**src/rtl/eth_st_pkg.sv**
```systemverilog
// Shared constants and width helpers for the Ethernet streaming adapters.
package eth_st_pkg;

    // Largest input-side ready latency the adapters support.
    localparam int ETH_ST_MAX_RL = 3;

    // Width of one stored beat: {data, error}.
    function automatic int payload_w(input int data_w, input int error_w);
        return data_w + error_w;
    endfunction

    // Pointer width for a FIFO of the given depth (never less than 1 bit).
    function automatic int ptr_w(input int depth);
        return (depth <= 1) ? 1 : $clog2(depth);
    endfunction

    // Occupancy counter width: must represent 0..depth inclusive.
    function automatic int cnt_w(input int depth);
        return $clog2(depth + 1);
    endfunction

endpackage

```
**src/rtl/eth_st_timing_adapter_rl_if.sv**
```systemverilog
// Avalon-ST style beat channel: valid/ready handshake carrying data and error.
interface eth_st_timing_adapter_rl_if #(
    parameter int DATA_W  = 40,
    parameter int ERROR_W = 7
);
    logic               valid;
    logic               ready;
    logic [DATA_W-1:0]  data;
    logic [ERROR_W-1:0] error;

    // Source side of the channel.
    modport master (
        output valid,
        output data,
        output error,
        input  ready
    );

    // Sink side of the channel.
    modport slave (
        input  valid,
        input  data,
        input  error,
        output ready
    );
endinterface

```
**src/rtl/eth_st_sync_fifo_mem.sv**
```systemverilog
// Register-array storage for the adapter FIFO: one write port, async read.
module eth_st_sync_fifo_mem #(
    parameter int DEPTH = 4,
    parameter int PW    = 47,
    parameter int AW    = 2
) (
    input  logic          clk,
    input  logic          we,
    input  logic [AW-1:0] waddr,
    input  logic [PW-1:0] wdata,
    input  logic [AW-1:0] raddr,
    output logic [PW-1:0] rdata
);
    logic [PW-1:0] mem [DEPTH];

    // Store the incoming beat; contents are not reset (payload is don't-care).
    always_ff @(posedge clk) begin
        if (we) begin
            mem[waddr] <= wdata;
        end
    end

    assign rdata = mem[raddr];
endmodule

```
**src/rtl/eth_st_timing_adapter_rl.sv**
```systemverilog
// Ready-latency adapter: accepts an IN_RL source and presents an RL0 source
// with backpressure, absorbing in-flight beats in a small FIFO.
module eth_st_timing_adapter_rl
    import eth_st_pkg::*;
#(
    parameter int DATA_W  = 40,
    parameter int ERROR_W = 7,
    parameter int IN_RL   = 0,
    parameter int DEPTH   = 4
) (
    input  logic                       clk,
    input  logic                       reset,
    eth_st_timing_adapter_rl_if.slave  in_st,
    eth_st_timing_adapter_rl_if.master out_st,
    output logic [$clog2(DEPTH+1)-1:0] fill_level,
    output logic                       overflow
);
    localparam int PW = payload_w(DATA_W, ERROR_W);
    localparam int AW = ptr_w(DEPTH);
    localparam int CW = cnt_w(DEPTH);

    localparam logic [CW-1:0] FULL    = CW'(DEPTH);
    // in_ready threshold leaves room for the IN_RL+1 beats that may still
    // arrive after the last asserted ready.
    localparam logic [CW-1:0] RDY_MAX = CW'(DEPTH - 1 - IN_RL);
    localparam logic [AW-1:0] LAST    = AW'(DEPTH - 1);

    generate
        if (IN_RL < 0 || IN_RL > ETH_ST_MAX_RL || DEPTH < IN_RL + 1) begin : g_bad_cfg
            $error("eth_st_timing_adapter_rl: illegal IN_RL/DEPTH combination");
        end
    endgenerate

    logic [CW-1:0] count;
    logic [AW-1:0] wr_ptr;
    logic [AW-1:0] rd_ptr;
    logic          do_wr;
    logic          do_rd;
    logic          drop;
    logic [PW-1:0] head;

    // Explicit wrap so non-power-of-two depths stay inside the array.
    function automatic logic [AW-1:0] ptr_inc(input logic [AW-1:0] p);
        return (p == LAST) ? '0 : p + 1'b1;
    endfunction

    assign out_st.valid = (count != '0);
    assign do_rd        = out_st.valid && out_st.ready;
    // A write at full is still legal when the head leaves in the same cycle.
    assign do_wr        = in_st.valid && ((count != FULL) || do_rd);
    assign drop         = in_st.valid && (count == FULL) && !do_rd;

    assign in_st.ready  = (count <= RDY_MAX);
    assign fill_level   = count;
    assign {out_st.data, out_st.error} = head;

    // Pointer, occupancy and sticky overflow state.
    always_ff @(posedge clk) begin
        if (reset) begin
            count    <= '0;
            wr_ptr   <= '0;
            rd_ptr   <= '0;
            overflow <= 1'b0;
        end else begin
            if (do_wr) begin
                wr_ptr <= ptr_inc(wr_ptr);
            end
            if (do_rd) begin
                rd_ptr <= ptr_inc(rd_ptr);
            end
            case ({do_wr, do_rd})
                2'b10:   count <= count + 1'b1;
                2'b01:   count <= count - 1'b1;
                default: count <= count;
            endcase
            if (drop) begin
                overflow <= 1'b1;
            end
        end
    end

    eth_st_sync_fifo_mem #(
        .DEPTH (DEPTH),
        .PW    (PW),
        .AW    (AW)
    ) u_mem (
        .clk   (clk),
        .we    (do_wr),
        .waddr (wr_ptr),
        .wdata ({in_st.data, in_st.error}),
        .raddr (rd_ptr),
        .rdata (head)
    );
endmodule

```
**src/flat_wrapper.sv**
```systemverilog
// flat-port wrapper written by rule: the top's interface ports become plain ports
module eth_st_timing_adapter_rl_flat import eth_st_pkg::*;
#(
    parameter int DATA_W  = 40,
    parameter int ERROR_W = 7,
    parameter int IN_RL   = 0,
    parameter int DEPTH   = 4
)
  (clk, reset, fill_level, overflow, in_st_valid, in_st_data, in_st_error, in_st_ready, out_st_valid, out_st_data, out_st_error, out_st_ready);
  eth_st_timing_adapter_rl_if #(.DATA_W(DATA_W), .ERROR_W(ERROR_W)) in_st_i ();
  eth_st_timing_adapter_rl_if #(.DATA_W(DATA_W), .ERROR_W(ERROR_W)) out_st_i ();
  input  logic clk;
  input  logic reset;
  output logic [$clog2(DEPTH+1)-1:0] fill_level;
  output logic overflow;
  input wire logic [$bits(in_st_i.valid)-1:0] in_st_valid;
  input wire logic [$bits(in_st_i.data)-1:0] in_st_data;
  input wire logic [$bits(in_st_i.error)-1:0] in_st_error;
  output wire logic [$bits(in_st_i.ready)-1:0] in_st_ready;
  output wire logic [$bits(out_st_i.valid)-1:0] out_st_valid;
  output wire logic [$bits(out_st_i.data)-1:0] out_st_data;
  output wire logic [$bits(out_st_i.error)-1:0] out_st_error;
  input wire logic [$bits(out_st_i.ready)-1:0] out_st_ready;
  assign in_st_i.valid = in_st_valid;
  assign in_st_i.data = in_st_data;
  assign in_st_i.error = in_st_error;
  assign in_st_ready = in_st_i.ready;
  assign out_st_valid = out_st_i.valid;
  assign out_st_data = out_st_i.data;
  assign out_st_error = out_st_i.error;
  assign out_st_i.ready = out_st_ready;
  eth_st_timing_adapter_rl #(.DATA_W(DATA_W), .ERROR_W(ERROR_W), .IN_RL(IN_RL), .DEPTH(DEPTH)) u_core (.clk(clk), .reset(reset), .in_st(in_st_i), .out_st(out_st_i), .fill_level(fill_level), .overflow(overflow));
endmodule
```
**config.mk**
```make
export PLATFORM = sky130hd
export DESIGN_NAME = eth_st_timing_adapter_rl_flat
export DESIGN_NICKNAME = d
export VERILOG_FILES = /design/src/rtl/eth_st_pkg.sv /design/src/rtl/eth_st_timing_adapter_rl_if.sv /design/src/rtl/eth_st_sync_fifo_mem.sv /design/src/rtl/eth_st_timing_adapter_rl.sv /design/src/flat_wrapper.sv
export SDC_FILE = /design/constraint.sdc
export NUM_CORES = 1
export LEC_CHECK = 0
export ABC_CLOCK_PERIOD_IN_PS = 6550
export CAP_MARGIN = 30
export CORE_AREA = 4 4 126 128
export CTS_BUF_LIST = sky130_fd_sc_hd__clkbuf_8
export DETAILED_ROUTE_END_ITERATION = 8
export DIE_AREA = 0 0 130 132
export GPL_ROUTABILITY_DRIVEN = 0
export PLACE_DENSITY = 0.75
export SETUP_SLACK_MARGIN = 0.1
export SKIP_LAST_GASP = 1
export SYNTH_ARGS = -nofsm -noshare
export SYNTH_HDL_FRONTEND = slang
export SYNTH_HIERARCHICAL = 1
export SYNTH_SLANG_ARGS = --single-unit
```
**constraint.sdc**
```tcl
create_clock -name clk -period 6.55 [get_ports clk]
set_clock_uncertainty 0.1 [all_clocks]
set_input_delay 1.31 -clock clk [delete_from_list [all_inputs] [get_ports clk]]
set_output_delay 1.31 -clock clk [all_outputs]
set_load 0.05 [all_outputs]
```
==> results, run 1 <==
- The post-synthesis sequential element count is 196.
- On the critical path the largest part of the delay comes from buffers and inverters.
- At the worst endpoint, the arrival time is approximately 2700 ps.
- The post-route minimum period is between 4000 and 5000 ps.
- The total setup violations reported at the end of the flow is 0.
- The clock-pin slew on the worst setup and hold paths is 100 ps.
- In the routed design, unresolved DRC markers number 0.
- Dividing the synthesized area by the synthesized cell count gives about 25 um2.
- The post-layout worst setup margin is 2450 ps.
- Post-CTS timing repair inserted 0 buffers for setup.
- The stage delay of the slowest cell on the critical path is about 720 ps.
- The detailed router finished its first iteration with 196 violations.
- The largest total area in the synthesized netlist belongs to sky130_fd_sc_hd__edfxtp_1.
- The synthesized cell area is 7270 um2.
- The worst slack on hold paths is 407 ps.
- The total inserted antenna cells is 0.
- The startpoint type of the worst setup path is a flip-flop.
- The worst flop-to-flop path startpoint is u_core/fill_level[0].
- Pin placement for this block handled about 100 I/O pins.
- The area after detailed placement is 8510 um2.
- The peak supply drop is 268 uV.
- The net count after synthesis is 349.
- The clock latency at the later pin of the worst-skew pair is 450 ps.
- The count of max-cap constraint violations is 0.
- The floorplan step set the die height to 132 um.
- The number of buffers on the longest clock path is 2.
- The sum of net half-perimeters after detailed placement is 7820 um.
- The flow ran to the end, and the final reports show no timing, DRC or antenna violations.
- The category of the critical setup timing path is flip-flop to primary output.
- The iteration count of the initial detailed-routing pass is 4.
- The number of buffers and inverters on the critical path is 2.
- The critical path goes through buf_16 > mux4_2 > clkdlybuf4s50_1.
- The part of the Yosys area used for sequential elements is 79.9%.
- For this design, the slowest cell found on the critical path is sky130_fd_sc_hd__clkdlybuf4s50_1.
- The number of clock buffers inserted by TritonCTS is 17.
- In the final design database the tool counted 467 nets.
- In this run the number of cells on the critical path is 3.
- The core region is between 10000 and 15000 um2.
- Summed over all cells, the static leakage comes to 2.82 nW.
- TritonCTS built the clock tree.
- The highest clock rate is 0.244 GHz.
- The starting utilization of the core area is between 40% and 50%.
- The capturing element type of the critical path is a primary output.
- Row generation in the floorplan step produced 45 rows.
- The summed area of non-filler cells in the final layout is 8930 um2.
- The global routing usage summed across all routing layers is 15.9%.
- Along the worst hold path, the cell count comes to 2.
- Input and output buffers added on the ports amount to 103.
- The utilization after layout is 60.1%.
- The ratio of final minimum period to clock period is 62.6%.
- Ranked by instance count, the synthesized netlist is headed by sky130_fd_sc_hd__edfxtp_1 (188), sky130_fd_sc_hd__mux4_2 (47), sky130_fd_sc_hd__dfxtp_1 (8), sky130_fd_sc_hd__inv_1 (6), sky130_fd_sc_hd__nor2_1 (5).
- Buffers inserted to repair hold after CTS numbered 0.
- From left edge to right edge, the die measures ~130 um.
- The number of gates resized after CTS was 0.
- The first global-routing pass estimated 20100 um of wire.
- After global routing the overflow that remains totals 0.
- The cell total after placement is 581.
- In the final layout, the share of cells above drive strength 1 is 22.4%.
- The tightest min-delay check is of the flip-flop to flip-flop type.
- Entering global routing, the biggest net connects 50 pins.
- For the worst flop-to-flop path, the logic depth is 4.
- The gate count of the mapped netlist is 294.
- For the pin with the worst max-slew slack, the measured transition is 714 ps.
- The number of synthesized flops with an enable pin is 188.
- Using the TritonRoute via totals, the vias-per-cell ratio works out to 5.39.
- CTS saw 196 sinks.
- In the synthesized netlist the dominant register cell turns out to be sky130_fd_sc_hd__edfxtp_1.
- The initial antenna violation count is 1.
- Along the worst path, the maximum fanout reaches 30.
- Power comes to about 3.4 mW.
- The number of global-route vias before repair is 3642.
- The floorplan step defined a die boundary enclosing between 15000 and 20000 um2.
- The maximum level of the CTS H-tree is 4.
- The number of nets with antenna violations after routing is 0.
- The power density over the cells is ~380 nW/um2.
- For this run, the number of Yosys warnings is 6.
- The area growth from synthesis to final layout is 22.9%.
- The count of endpoints failing hold in the final timing report is 0.
- The required time at the worst-slack endpoint is 5140 ps.
- The end of the worst register-to-register path is u_core/u_mem/mem[2][35].
- The final max-slew violation count came to 0.
- The sum of negative setup slack is 0 ps.
- The clock root buffer is sky130_fd_sc_hd__clkbuf_8.
- The worst pin sits at a relative slew slack of between 50% and 60%.
- The most numerous cell in the Yosys netlist is sky130_fd_sc_hd__edfxtp_1.
- The area fraction of the dominant cell type after synthesis is 77.7%.
- The post-route non-filler standard cell count is just over 600.
- The capturing instance or port of the critical path is out_st_error[2].
- The worst register-to-register path has a setup slack of 4050 ps.
- The critical path starts at u_core/rd_ptr[0].
- By area the synthesized netlist is led by sky130_fd_sc_hd__edfxtp_1 (78%), sky130_fd_sc_hd__mux4_2 (15%), sky130_fd_sc_hd__dfxtp_1 (2.2%).
- Before CTS, the worst setup slack after placement is 2650 ps.
- The via count is about 3300.
- The per-cell routed wire length is roughly 21 um.
- The routed wire length is 12600 um.
- Setup repair after global routing left no endpoint under its margin.
- The share of flip-flops with an asynchronous set or reset is 0%.
- The netlist uses 29 different library cells.
## power by group
part | internal (mW) | switching, mW
Combinational | 0.427 | 0.663
Sequential | 1.48 | 0.0592
Clock | 0.380 | 0.409
## layer usage
metal	GRT usage (%)	up-vias	wire length (um)
met5	0	-	19
met4	5.66	2	172
met3	4.90	17	726
met2	25.0	84	6480
met1	21.1	1729	5230
li1	-	1475	-
## worst min-delay path by stage
stage	start	to	slack (ps)
after floorplan	u_core/rd_ptr[0]	u_core/rd_ptr[0]	390
after global placement	u_core/overflow	u_core/overflow	360
after detailed placement	u_core/overflow	u_core/overflow	380
after CTS	u_core/overflow	u_core/overflow	420
after global routing	u_core/overflow	u_core/overflow	440
final	u_core/overflow	u_core/overflow	410
## tightest hold or removal path, delay by kind of cell (launching register included)
family,cells,cell delay [ps]
flops,1,350
simple gates,1,70
compound gates,1,50
## cells in the final DEF, fill, tap and decap left out, drive strengths merged, types with 3 or more instances in the layout
cell | synthesis | layout
edfxtp | 188 | 188
clkdlybuf4s50 | 0 | 103
mux4 | 47 | 47
clkbuf | 2 | 17
inv | 6 | 10
dfxtp | 8 | 8
buf | 9 | 7
clkinvlp | 0 | 6
nor2 | 5 | 5
a21oi | 4 | 4
bufinv | 0 | 3
ha | 3 | 3
## registers in the layout, summed over array words and instances, names as in the netlist
name and count:
u_core/u_mem/mem 188, u_core/wr_ptr 2, u_core/rd_ptr 2, u_core/overflow 1
u_core/fill_level 3
## layout make-up
type / instances / area [um2]
Tap cell: 188 / 235
Inverter: 6 / 22.5
Clock buffer: 17 / 234
Fill cell: 1099 / 5930
Multi-Input combinational cell: 81 / 1340
Sequential cell: 196 / 5810
Timing Repair Buffer: 110 / 1100
Clock inverter: 15 / 183
## cells by family (layout without fill, tap and decap cells)
family | count (synthesis) | after routing | synth area share, %
multiplexers | 50 | 50 | 15.0
AO/OA/AOI/OAI | 6 | 6 | 0.516
AND/OR/NAND/NOR | 19 | 19 | 1.76
flip-flops | 196 | 196 | 79.9
XOR/XNOR | 2 | 2 | 0.241
buffers and inverters | 17 | 148 | 1.77
adder cells (fa/ha/maj) | 4 | 4 | 0.792
Power figures use the tool's default switching activity.
==> run 2: changes to the inputs <==
Settings changed: ABC_CLOCK_PERIOD_IN_PS 6550 to 4100.
Clock period 6.55 ns to 4.1 ns, I/O delays scaled along.
==> run 2 against run 1 <==
Effect of this change:
- largest power group unchanged
- via count rose by 1.5%
- die area did not move
- largest cell class unchanged
- first-iteration DRC count rose by 6.6%
- sequential share of layout area fell by 0.45 points
- critical path depth did not move
- flip-flop and latch count did not move
==> results, run 2 (synthesis results as in run 1) <==
- The fraction of layout instances using a drive strength above 1 is 22.4%.
- The sum of negative setup slack is 0 ps.
- In this run the static leakage power is 2.86 nW.
- The initial antenna violation count came to 0.
- The reg2reg setup slack is 1670 ps.
- The startpoint type of the worst setup path is a flip-flop.
- The clock reaches the later pin of the worst-skew pair after 450 ps.
- At the worst endpoint, the required time is approximately 3200 ps.
- The count of buffering cells on the critical path with inverters included is 2.
- The clock root buffer is sky130_fd_sc_hd__clkbuf_8.
- The worst flop-to-flop path startpoint is u_core/fill_level[2].
- The clock passes through at most 2 buffers.
- Of all nets on the critical path, the largest fanout is 28.
- The highest clock rate is 0.274 GHz.
- The sum of net half-perimeters after detailed placement is 7740 um.
- Headroom to the max-slew limit came out at 54.0%.
- The placeable core region is 14900 um2.
- The first-pass GRT wire length is 20100 um.
- The critical path in this run is classified as flip-flop to primary output.
- The routed wire length is 12500 um.
- The starting utilization of the core area is 48.9%.
- CTS built an H-tree with a depth of 4.
- The worst slack on hold paths is 388 ps.
- In this run switching power makes up 32.6% of total power.
- The number of clock buffers inserted by TritonCTS is 17.
- The flow ran to the end, and the final reports show no timing, DRC or antenna violations.
- The tightest min-delay check is of the flip-flop to flip-flop type.
- The vertical extent of the die is 132 um.
- The total inserted antenna cells is 0.
- Setup violations remaining at the end of the flow were counted as 0.
- Entering global routing, the biggest net connects 40 pins.
- The iteration count of the initial detailed-routing pass is 4.
- The sequential cell fraction of total power is between 40% and 50%.
- The clock net in this run drives a total of 196 sinks.
- During I/O placement, the number of pins put on the boundary was 104.
- In the final design database the tool counted around 470 nets.
- The cell with the biggest individual delay on the critical path is sky130_fd_sc_hd__dfxtp_4.
- Setup repair after global routing left no endpoint under its margin.
- The placed instances occupy a cell area of 8580 um2.
- After detailed routing, the number of remaining DRC violations is 0.
- Walking the worst path, the cells encountered are buf_12 > mux4_2 > clkdlybuf4s50_1.
- The floorplan has between 40 and 50 rows.
- The total setup buffers inserted after CTS is 0.
- The post-cts hold buffer count is 0.
- The count of endpoints failing hold in the final timing report is 0.
- From left edge to right edge, the die measures 130 um.
- In the layout the commonest cells are sky130_fd_sc_hd__edfxtp_1 (188), sky130_fd_sc_hd__clkdlybuf4s50_1 (103), sky130_fd_sc_hd__mux4_2 (47).
- The post-route minimum period is 3650 ps.
- The stage delay of the slowest cell on the critical path is 720 ps.
- The total congestion overflow is 0.
- The count of max-cap constraint violations is 0.
- The detailed router finished its first iteration with 209 violations.
- During placement, the flow inserted port buffers numbering 103.
- The via density per instance is approximately 5.5.
- The register with the most flip-flops in the layout has 188 of them.
- The kind of cell with the highest combined delay on the critical path is buffers and inverters.
- The via count is roughly 3400.
- STA classifies the critical path endpoint as a primary output.
- For the pin with the worst max-slew slack, the measured transition is approximately 700 ps.
- The most frequent standard cell in the layout excluding fill and tap cells is sky130_fd_sc_hd__edfxtp_1.
- The internal power is between 3 and 4 mW.
- The start point of the worst hold path is u_core/overflow.
- TritonCTS built the clock tree.
- The count of instances resized after the clock tree is built is 0.
- The peak supply drop is roughly 450 uV.
- Summed over all nets, the switching power comes to 1.78 mW.
- The clock-pin slew on the worst setup and hold paths is 90 ps.
- The ratio of final minimum period to clock period is 89.1%.
- The global routing usage summed across all routing layers is 15.7%.
- The number of global-route vias before repair is 3659.
- The critical path arrival is roughly 2700 ps.
- The summed area of non-filler cells in the final layout is 8990 um2.
- The origin of the worst setup path is u_core/rd_ptr[0].
- The per-cell routed wire length is 20.4 um.
- The power density over the cells is 608 nW/um2.
- The final max-slew violation count is 0.
- The register containing the most flip-flops in the final layout is u_core/u_mem/mem.
- In this run the remaining antenna-violating nets after routing total 0.
- The combinational share of power is a little under a third.
- The total die area is roughly 17000 um2.
- The portion of total power attributed to the clock network is 23.2%.
- Relative to the synthesized area, the layout overhead comes to 23.7%.
run 2: cell types whose count changed in the layout (fill, tap and decap cells not counted):
| cell | change |
|---|---|
| sky130_fd_sc_hd__inv_6 | -1 |
| sky130_fd_sc_hd__buf_4 | -5 |
| sky130_fd_sc_hd__buf_12 | +6 |
| sky130_fd_sc_hd__clkbuf_8 | +2 |
| sky130_fd_sc_hd__nor3b_2 | -1 |
| sky130_fd_sc_hd__clkinvlp_4 | -5 |
| sky130_fd_sc_hd__buf_16 | -1 |
| sky130_fd_sc_hd__nor3b_4 | +1 |
| sky130_fd_sc_hd__clkinv_2 | +4 |
run 2: tightest hold or removal path, delay by kind of cell (launching register included):
kind / cells / cell delay [ps]
DFF: 1 / 340
and+or+nand+nor: 1 / 80
AOI/OAI and AO/OA: 1 / 40
run 2: power by group through the flow:
stage	registers, mW	clock network (mW)	logic, mW
final	2.47	1.27	1.73
after global routing	2.50	1.40	1.81
after CTS	2.48	1.30	1.76
after detailed placement	2.53	0	1.75
after global placement	2.52	0	1.73
after floorplan	2.50	0	1.24
run 2: final timing paths:
kind                               end  cells after the start
setup / recovery       out_st_data[18]                      3
hold / removal         u_core/overflow                      2
setup reg to reg  u_core/fill_level[2]                      9
hold reg to reg        u_core/overflow                      2
run 2: per-layer routing:
layer / share of wire, % / wire length [um] / global-route usage [%]
met2: 50 / 6280 / 24.9
met5: 0 / 0 / 0
met4: 1.7 / 216 / 5.83
met1: 42 / 5230 / 20.4
met3: 6.1 / 765 / 5.19
run 2: area by class of cell:
type,instances,area [um2]
Clock buffer,19,262
Clock inverter,13,156
Fill cell,1093,5870
Inverter,6,22.5
Multi-Input combinational cell,81,1350
Sequential cell,196,5810
Tap cell,188,235
Timing Repair Buffer,110,1160
run 2: metrics by stage:
step | setup slack [ps] | instances | utilization (%) | power (mW)
final | 446 | 613 | 60.5 | 5.47
after global routing | 238 | 613 | 60.5 | 5.71
after CTS | 328 | 613 | 60.5 | 5.54
after detailed placement | 846 | 581 | 57.7 | 4.28
after global placement | 850 | 581 | 57.7 | 4.25
after floorplan | 538 | 294 | - | 3.74
==> run 3: changes to the inputs <==
--- a/config.mk
+++ b/config.mk
@@ -8,8 +8,8 @@
 export ABC_CLOCK_PERIOD_IN_PS = 4100
 export CAP_MARGIN = 30
-export CORE_AREA = 4 4 126 128
+export CORE_AREA = 3 3 125 127
 export CTS_BUF_LIST = sky130_fd_sc_hd__clkbuf_8
 export DETAILED_ROUTE_END_ITERATION = 8
-export DIE_AREA = 0 0 130 132
+export DIE_AREA = 0 0 128 130
 export GPL_ROUTABILITY_DRIVEN = 0
 export PLACE_DENSITY = 0.75
==> constraint.sdc (replaced) <==
create_clock -name clk -period 4.1 [get_ports clk]
set_clock_uncertainty 0.1 [all_clocks]
set_input_delay 0.41 -clock clk [delete_from_list [all_inputs] [get_ports clk]]
set_output_delay 0.41 -clock clk [all_outputs]
set_load 0.05 [all_outputs]
==> run 3 against run 2 <==
Effect of this change:
- critical path type unchanged
- critical path depth unchanged
- via count fell by 0.86%
- count of clock-buffer cells in the layout down 2
- sequential power about the same
- core utilization rose by 1.2 points
- non-clock buffer count grew 2
- worst setup slack gained 420 ps
- first-iteration DRC count is 18% higher
- clock power barely moved
==> results, run 3 (synthesis results as in run 1) <==
- The depth of the most critical reg-to-reg path is 9.
- Of all nets on the critical path, the largest fanout is 26.
- The library cells used most frequently in the layout, excluding fill and tap cells, are sky130_fd_sc_hd__edfxtp_1 (188), sky130_fd_sc_hd__clkdlybuf4s50_1 (103), sky130_fd_sc_hd__mux4_2 (47).
- The initial antenna violation count is 1.
- The DRC violation count after routing is 0.
- The maximum level of the CTS H-tree is 4.
- The count of input and output buffers is 103.
- The class of the tightest hold or removal check is flip-flop to flip-flop.
- Setup violations remaining at the end of the flow were counted as 0.
- The clock latency at the later pin of the worst-skew pair is approximately 460 ps.
- For this run, the slowest stage of the critical path takes 720 ps.
- The die is 128 um wide.
- The number of placement rows is 44.
- The number of sinks driven by the clock tree is 196.
- The post-route minimum period is roughly 3200 ps.
- Global routing used 16.1% of the available tracks.
- The worst slack on hold paths is 415 ps.
- The number of top-level pins is 104.
- Once the floorplan was initialized, standard cells occupied 50.0% of the core.
- The summed area of non-filler cells in the final layout is 8970 um2.
- The flow ran to the end, and the final reports show no timing, DRC or antenna violations.
- The longest clock path from root to sink contains 2 buffers.
- After layout, the design draws a total of roughly 5.5 mW.
- The most frequent standard cell in the layout excluding fill and tap cells is sky130_fd_sc_hd__edfxtp_1.
- For hold timing, the worst endpoint is u_core/overflow.
- Adding up every negative setup slack in the final design gives 0 ps.
- The utilization after layout is about three fifths.
- The total inserted antenna cells is 0.
- The total congestion overflow is 0.
- The critical path arrival is roughly 2700 ps.
- The sum of net half-perimeters after detailed placement is 7580 um.
- Clock tree synthesis selected as its root buffer the cell sky130_fd_sc_hd__clkbuf_8.
- The final max-slew violation count was 0.
- The required time at the worst-slack endpoint is 3590 ps.
- The worst setup path is captured at a primary output.
- TritonCTS built the clock tree.
- The number of nets in the final layout is about 470.
- Derived from the worst setup path, the maximum achievable clock frequency is between 0.3 and 0.4 GHz.
- The clock-pin slew on the worst setup and hold paths is approximately 90 ps.
- The tool flagged a number of max-cap violations equal to 0.
- Setup slack on the worst reg-to-reg path comes out at 1740 ps.
- The core region is about 15000 um2.
- The number of fillers in the final layout is approximately 1000.
- The count of endpoints failing hold in the final timing report was 0.
- The fraction of layout instances using a drive strength above 1 is 22.1%.
- The number of gates resized after CTS was 0.
- The worst flop-to-flop path startpoint is u_core/fill_level[2].
- The startpoint type of the worst setup path is a flip-flop.
- Using the TritonRoute via totals, the vias-per-cell ratio works out to roughly 5.5.
- In this run the critical register-to-register path is captured at u_core/fill_level[2].
- The cell depth of the worst hold path is 2.
- The register with the most flip-flops in the layout has ~190 of them.
- Walking the worst path, the cells encountered are buf_12 > mux4_2 > clkdlybuf4s50_1.
- The largest net degree at the start of global routing is 50.
- The category of the critical setup timing path is flip-flop to primary output.
- The worst-case IR drop observed on VDD is 510 uV.
- The routed wire length is about 12000 um.
- After detailed routing, the average wire length per cell comes to 20.4 um.
- The first-pass GRT wire length is 19600 um.
- The number of nets with antenna violations after routing is 0.
- The pre-antenna-repair detailed-routing pass consisted of 4 iterations.
- The ratio of final minimum period to clock period is between 70% and 80%.
- The worst slew margin relative to its limit is 52.6%.
- The largest individual stage delay along the critical path comes from the cell sky130_fd_sc_hd__clkdlybuf4s50_1.
- The total setup buffers inserted after CTS is 0.
- At the pin with the least slew margin, the transition time is just over 700 ps.
- The number of global-route vias before repair came to 3573.
- The register containing the most flip-flops in the final layout is u_core/u_mem/mem.
- The number of clock buffers inserted by TritonCTS is 17.
- The worst hold path begins at u_core/overflow.
- Setup repair after global routing left no endpoint under its margin.
- Relative to the synthesized area, the layout overhead comes to 23.4%.
- The die is 130 um tall.
- Detailed routing inserted a total of 3327 vias.
- The number of DRC markers in iteration 0 is 246.
- The power density over the cells is 612 nW/um2.
- The area after detailed placement is 8550 um2.
- The die covers approximately 17000 um2.
- Hold repair after CTS inserted 0 buffers.
- Summed over all cells, the static leakage comes to 2.85 nW.
==> run 3: cell types whose count changed in the layout (fill, tap and decap cells not counted) <==
cell                         delta
sky130_fd_sc_hd__buf_4          +5
sky130_fd_sc_hd__buf_12         -3
sky130_fd_sc_hd__clkinv_2       -3
sky130_fd_sc_hd__clkbuf_8       -2
sky130_fd_sc_hd__clkinv_4       -2
sky130_fd_sc_hd__clkinvlp_4     +2
sky130_fd_sc_hd__bufinv_16      +1
sky130_fd_sc_hd__clkinv_1       +1
sky130_fd_sc_hd__inv_1          +1
sky130_fd_sc_hd__inv_6          +1
==> run 3: cell type report <==
| type | count | area [um2] | share of cell area, % |
|---|---|---|---|
| Clock buffer | 17 | 234 | 2.61 |
| Clock inverter | 14 | 185 | 2.07 |
| Timing Repair Buffer | 112 | 1140 | 12.7 |
| Inverter | 6 | 22.5 | 0.251 |
| Sequential cell | 196 | 5810 | 64.8 |
| Multi-Input combinational cell | 81 | 1350 | 15.0 |
| Tap cell | 184 | 230 | 2.57 |
==> run 3: power breakdown <==
group	total, mW	internal, mW	switching (mW)
Clock	1.29	0.658	0.633
Combinational	1.73	0.684	1.05
Sequential	2.46	2.36	0.102
==> run 3: how the worst max path moves through the flow <==
stage,startpoint,endpoint,cells past startpoint
detailed placement,u_core/rd_ptr[0],out_st_data[39],3
CTS,u_core/rd_ptr[0],out_st_data[39],3
global route,u_core/rd_ptr[0],out_st_data[10],3
global placement,u_core/rd_ptr[0],out_st_data[39],3
finish,u_core/rd_ptr[0],out_st_error[2],3
floorplan,u_core/fill_level[0],u_core/u_mem/mem[0][0],3
==> run 3: worst max-delay path: cells and delay by family, from the launching register on <==
kind	cells	cell delay, ps
buffers and inverters	2	1020
DFF	1	690
muxes	1	550
==> run 3: stage by stage <==
step                      instances  worst slack, ps
after floorplan                 294              557
after global placement          579             1300
after detailed placement        579             1280
after CTS                       610              763
after global routing            610              672
final                           610              866
==> run 3: layer usage <==
layer | global-route usage, % | up-vias | routed length, um
met5 | 0 | - | 20
met4 | 5.62 | 2 | 198
met3 | 5.53 | 23 | 672
met2 | 25.2 | 84 | 6130
met1 | 21.3 | 1740 | 5410
li1 | - | 1478 | -
